==> config.mk <==
export PLATFORM = sky130hd
export DESIGN_NAME = mem_arbiter
export DESIGN_NICKNAME = d
export VERILOG_FILES = /design/src/rtl/rv32_mem_pkg.sv /design/src/rtl/mem_wait_timer.sv /design/src/rtl/mem_arbiter.sv
export SDC_FILE = /design/constraint.sdc
export NUM_CORES = 1
export LEC_CHECK = 0
export ABC_AREA = 1
export BUFFER_PORTS_ARGS = -buffer_cell sky130_fd_sc_hd__buf_2
export CAP_MARGIN = 40
export CORE_MARGIN = 1
export CORE_UTILIZATION = 44
export DETAILED_ROUTE_END_ITERATION = 10
export PLACE_DENSITY = 0.81
export REMOVE_ABC_BUFFERS = 1
export SLEW_MARGIN = 20
export SYNTH_ARGS = -nofsm -noshare
export SYNTH_HDL_FRONTEND = slang
export SYNTH_SLANG_ARGS = --single-unit
==> constraint.sdc <==
create_clock -name clk -period 1.8 [get_ports clk]
set_clock_uncertainty 0.2 [all_clocks]
set_input_delay 0.09 -clock clk [delete_from_list [all_inputs] [get_ports clk]]
set_output_delay 0.09 -clock clk [all_outputs]
set_load 0.05 [all_outputs]
==> src/rtl/rv32_mem_pkg.sv <==
// rv32_mem_pkg: shared types and defaults for the fetch/data memory arbiter.
package rv32_mem_pkg;

   localparam int AW_DEF = 32;
   localparam int DW_DEF = 32;
   localparam int WAIT_W = 8;

   typedef enum logic [1:0] {
      IDLE,
      BUSY_IF,
      BUSY_DM
   } state_t;

   typedef enum logic {
      GNT_IF,
      GNT_DM
   } gnt_t;

endpackage

==> src/rtl/mem_wait_timer.sv <==
// mem_wait_timer: counts unanswered busy cycles and flags the cycle that
// reaches MAX_WAIT so the arbiter can abandon the access.
module mem_wait_timer
   import rv32_mem_pkg::*;
#(
   parameter int MAX_WAIT = 15
) (
   input  logic clk,
   input  logic rst,
   input  logic clear,
   input  logic enable,
   output logic timeout
);

   logic [WAIT_W-1:0] count;

   always_ff @(posedge clk or negedge rst) begin
      if (!rst)
         count <= '0;
      else if (clear)
         count <= '0;
      else if (enable)
         count <= count + WAIT_W'(1);
   end

   // Fires on the MAX_WAIT-th unanswered cycle, so mem_req is seen exactly MAX_WAIT cycles.
   assign timeout = enable & (count == WAIT_W'(MAX_WAIT - 1));

endmodule

==> src/rtl/mem_arbiter.sv <==
// mem_arbiter: round-robin arbiter sharing one single-port memory between
// instruction fetch and data access, with a wait-cycle timeout.
module mem_arbiter
   import rv32_mem_pkg::*;
#(
   parameter int AW       = AW_DEF,
   parameter int DW       = DW_DEF,
   parameter int MAX_WAIT = 15
) (
   input  logic          clk,
   input  logic          rst,
   input  logic          if_req,
   input  logic [AW-1:0] if_addr,
   output logic          if_ack,
   output logic [DW-1:0] if_rdata,
   input  logic          dm_req,
   input  logic          dm_we,
   input  logic [AW-1:0] dm_addr,
   input  logic [DW-1:0] dm_wdata,
   output logic          dm_ack,
   output logic [DW-1:0] dm_rdata,
   output logic          mem_req,
   output logic          mem_we,
   output logic [AW-1:0] mem_addr,
   output logic [DW-1:0] mem_wdata,
   input  logic          mem_ready,
   input  logic [DW-1:0] mem_rdata,
   output logic          stall,
   output logic          err
);

   state_t state, state_nx;
   gnt_t   last;
   logic   pend_if, pend_dm, grant_if, grant_dm, busy, done, timeout;

   // A requester being acked this cycle is already served, not pending again.
   assign pend_if = if_req & ~if_ack;
   assign pend_dm = dm_req & ~dm_ack;
   assign stall   = pend_if | pend_dm;
   assign busy    = state != IDLE;

   mem_wait_timer #(
      .MAX_WAIT(MAX_WAIT)
   ) u_timer (
      .clk    (clk),
      .rst    (rst),
      .clear  (grant_if | grant_dm),
      .enable (busy & ~mem_ready),
      .timeout(timeout)
   );

   always_comb begin
      state_nx = state;
      grant_if = 1'b0;
      grant_dm = 1'b0;
      done     = 1'b0;
      if (state == IDLE) begin
         grant_dm = pend_dm & (~pend_if | (last == GNT_IF));
         grant_if = pend_if & ~grant_dm;
         state_nx = grant_dm ? BUSY_DM : grant_if ? BUSY_IF : IDLE;
      end else begin
         done     = mem_ready | timeout;
         state_nx = done ? IDLE : state;
      end
   end

   always_ff @(posedge clk or negedge rst) begin
      if (!rst) begin
         state <= IDLE;
         last  <= GNT_DM;
      end else begin
         state <= state_nx;
         if (grant_dm)
            last <= GNT_DM;
         else if (grant_if)
            last <= GNT_IF;
      end
   end

   always_ff @(posedge clk or negedge rst) begin
      if (!rst) begin
         mem_req   <= 1'b0;
         mem_we    <= 1'b0;
         mem_addr  <= '0;
         mem_wdata <= '0;
         if_ack    <= 1'b0;
         dm_ack    <= 1'b0;
         err       <= 1'b0;
         if_rdata  <= '0;
         dm_rdata  <= '0;
      end else begin
         if_ack <= done & (state == BUSY_IF);
         dm_ack <= done & (state == BUSY_DM);
         err    <= timeout;
         if (grant_if | grant_dm) begin
            mem_req  <= 1'b1;
            mem_we   <= grant_dm & dm_we;
            mem_addr <= grant_dm ? dm_addr : if_addr;
            // Fetches leave the last store data in place rather than toggling the bus.
            if (grant_dm)
               mem_wdata <= dm_wdata;
         end else if (done) begin
            mem_req <= 1'b0;
            mem_we  <= 1'b0;
         end
         if (done & (state == BUSY_IF))
            if_rdata <= mem_ready ? mem_rdata : '0;
         if (done & (state == BUSY_DM))
            dm_rdata <= mem_ready ? mem_rdata : '0;
      end
   end

endmodule
==> out/metrics.yaml <==
status:
  status: "completed"
yosys:
  syn_inst: 750
  synth_fa_ha_area_frac: 0.00403
  synthesis.area_um2: 6200
  yosysWarnings: 0
  post_synth_main_area_contributors: "dfrtp_1 (58%), nand2_1 (26%), nand3_1 (3.1%), inv_1 (3.1%), buf_6 (1.8%)"
  synth_cell_types: 25
  yosys.area.top_type_share: 0.577
  synth_top_family_by_area: "simple AND/OR/NAND/NOR gates"
  yosysSeqAreaShare: 0.581
  synth-xor-area-share: 0.00141
  yosys.area_share.simple: 0.333
  ys_ff_latch: 144
  synth_top_cell_by_area: "dfrtp_1"
  synth_compound_area_frac: 0.00928
  syn_avg_cell_area_um2: 8.27
  synthMuxAreaShare: 0
placed_design:
  place_hpwl_mm: 12.0
  portBuffers: 267
  place_congestion: 0.790
layout:
  layout-drive-gt1-share: 0.289
  n_antenna_cell: 0
  synthToLayoutAreaGrowth_pct: 56.9
  nFillCells: 959
  nets: 1291
floorplanning:
  ios: 268
  rows: 43
  fp.dieH_um: 121
  die_area_um2: 14600
  die_w_um: 121
  initial_utilization: 0.449
  design.core.area_um2: 13800
sta:
  setup-tns-final_ns: 0
  max-slew-margin-rel: 0.690
  fmax_mhz: 576
  tightest_slew_ns: 0.465
  slew_violations: 0
  fin_crit_ns: 1.74
  finalSetupViolations: 0
  final-hold-violation-count: 0
  holdWs_ns: 0.0887
  fin_crit_sh: 0.964
global_routing:
  overflow: 0
  grt_util_all_layers: 0.294
  grt_max_degree: 52
  antenna_found_initial: 0
  grt_pass1_vias: 6637
  grt_pass1_wl_mm: 32.7
hold_path:
  min_from: "mem_ready"
  hold_path_end: "state[1]"
  hold_path_class: "primary input to flip-flop"
  holdPathStages: 4
clock_network:
  cts.sinks: 144
  path_clk_slew_ns: 0.06
  cts_setup_buffers: 0
  cts_root_buf: "clkbuf_16"
  cts_max_path_buffers: 2
  worst_skew_pair.late_latency_ns: 0.41
  numCtsBuffers: 17
  cts_tree: "yes"
  h-tree-depth: 4
detailed_routing:
  totalWireLength_mm: 21.3
  wire_per_inst_um: 15.8
  first_iter_violations: 449
  drtAntennaViolNets: 0
  drc: 0
  dr.pass1.iters: 7
  vias: 6587
  viasPerCell: 4.89
critical_path:
  worstReg2RegEnd: "dm_rdata[8]"
  critPathArrivalTime_ns: 1.84
  reg2reg_slack_ns: 0.08
  r2r_start: "u_timer.count[0]"
  reg2regPathDepth: 9
  cp_max_fo: 33
  critical_path_class: "primary input to flip-flop"
  crit_path_start_kind: "primary input"
  crit_required_ns: 1.90
  end_kind: "flip-flop"
flow_run:
  drv_cap: 0
power_and_ir_drop:
  vdd_drop_max_uv: 1240
  p_leak_nw: 5.54
  p_per_area_nw_per_um2: 2010
through the flow:
stage | total power [mW] | area [µm²] | cells | utilization | worst slack (ns)
2_1_floorplan | 12.6 | 5970 | 718 | - | -0.402
3_3_place_gp | 15.3 | 7710 | 1178 | 0.558 | 0.0549
3_5_place_dp | 15.4 | 7710 | 1178 | 0.558 | -0.00363
4_1_cts | 19.4 | 9700 | 1348 | 0.701 | -0.00711
5_1_grt | 20.5 | 9740 | 1348 | 0.704 | -0.00486
6_report | 19.6 | 9740 | 1348 | 0.704 | 0.0648
cell type report:
| type | count | area, µm² | share of cell area |
|---|---|---|---|
| timing repair buffer | 418 | 2900 | 0.298 |
| sequential | 144 | 3600 | 0.370 |
| multi-input combinational | 521 | 2190 | 0.225 |
| tap | 180 | 225 | 0.0231 |
| inverter | 53 | 209 | 0.0215 |
| clock inverter | 15 | 184 | 0.0189 |
| clock buffer | 17 | 425 | 0.0437 |
kinds of logic (layout without fill, tap and decap cells):
logic type	Yosys count	after routing
compound gates	11	11
xor+xnor	1	1
fa+ha+maj	2	2
buf+inv	85	503
flops	144	144
simple gates	507	507
cells in the final DEF (no fill, tap or decap), drive strengths merged, types with 6 or more instances in the layout:
| cell type | n |
|---|---|
| nand2 | 447 |
| buf | 280 |
| dfrtp | 143 |
| dlygate4sd3 | 137 |
| inv | 56 |
| nand3 | 41 |
| clkbuf | 17 |
| nor2 | 15 |
| o21ai | 6 |
| clkinv | 6 |
what timing repair did:
item                                   4_1_cts  5_1_grt
setup endpoints to repair                    2       72
cloned                                       0        0
endpoints found under the hold margin      279        0
gates resized for setup                      0        8
pin swaps                                    0        0
hold buffers                               138        0
registers in the layout, summed over array words and instances (netlist names):
signal / flops
if_ack: 1
mem_req: 1
state: 2
mem_we: 1
last: 1
dm_rdata: 32
dm_ack: 1
mem_wdata: 32
err: 1
u_timer.count: 8
mem_addr: 32
if_rdata: 32
where the power goes:
| part | internal (mW) | total, mW | switching (mW) | leakage, nW |
|---|---|---|---|---|
| combinational | 2.37 | 10.4 | 8.04 | 3.45 |
| clock | 2.19 | 3.61 | 1.41 | 0.290 |
| sequential | 4.70 | 5.58 | 0.880 | 1.81 |
worst max-delay path by stage:
stage | startpoint | endpoint | slack [ns]
2_1_floorplan | dm_ack | mem_addr[0] | -0.40
3_3_place_gp | u_timer.count[0] | if_rdata[31] | 0.05
3_5_place_dp | u_timer.count[0] | dm_rdata[16] | -0.004
4_1_cts | u_timer.count[0] | if_rdata[9] | -0.007
5_1_grt | if_ack | stall | -0.005
6_report | mem_ready | dm_rdata[8] | 0.06
per-layer routing:
metal / global-route usage / up-vias / part of all wire
met2: 0.496 / 398 / 0.49
li1: - / 3071 / -
met1: 0.327 / 3045 / 0.38
met4: 0.167 / 0 / 0.040
met3: 0.0920 / 73 / 0.093
met5: 0 / - / 0
cells in the mapped netlist, drive strengths merged:
| cell | number |
|---|---|
| nor3 | 1 |
| nand3 | 41 |
| inv | 53 |
| a21oi | 4 |
| buf | 26 |
| xnor2 | 1 |
| dfrtp | 143 |
| clkbuf | 6 |
| o21bai | 1 |
| nor2 | 15 |
| or2 | 1 |
| o21ai | 6 |
| ha | 2 |
| dfstp | 1 |
| nand2 | 447 |
| nand4 | 2 |
critical path, cell delays in order:
cell	delay [ns]
buf_2	0.17
dlygate4sd3_1	0.66
nor2_4	0.27
nand3_4	0.14
nand2_8	0.12
nand2_8	0.16
nand2_1	0.14
nand2_1	0.07
(Power assumes the default switching activity.)
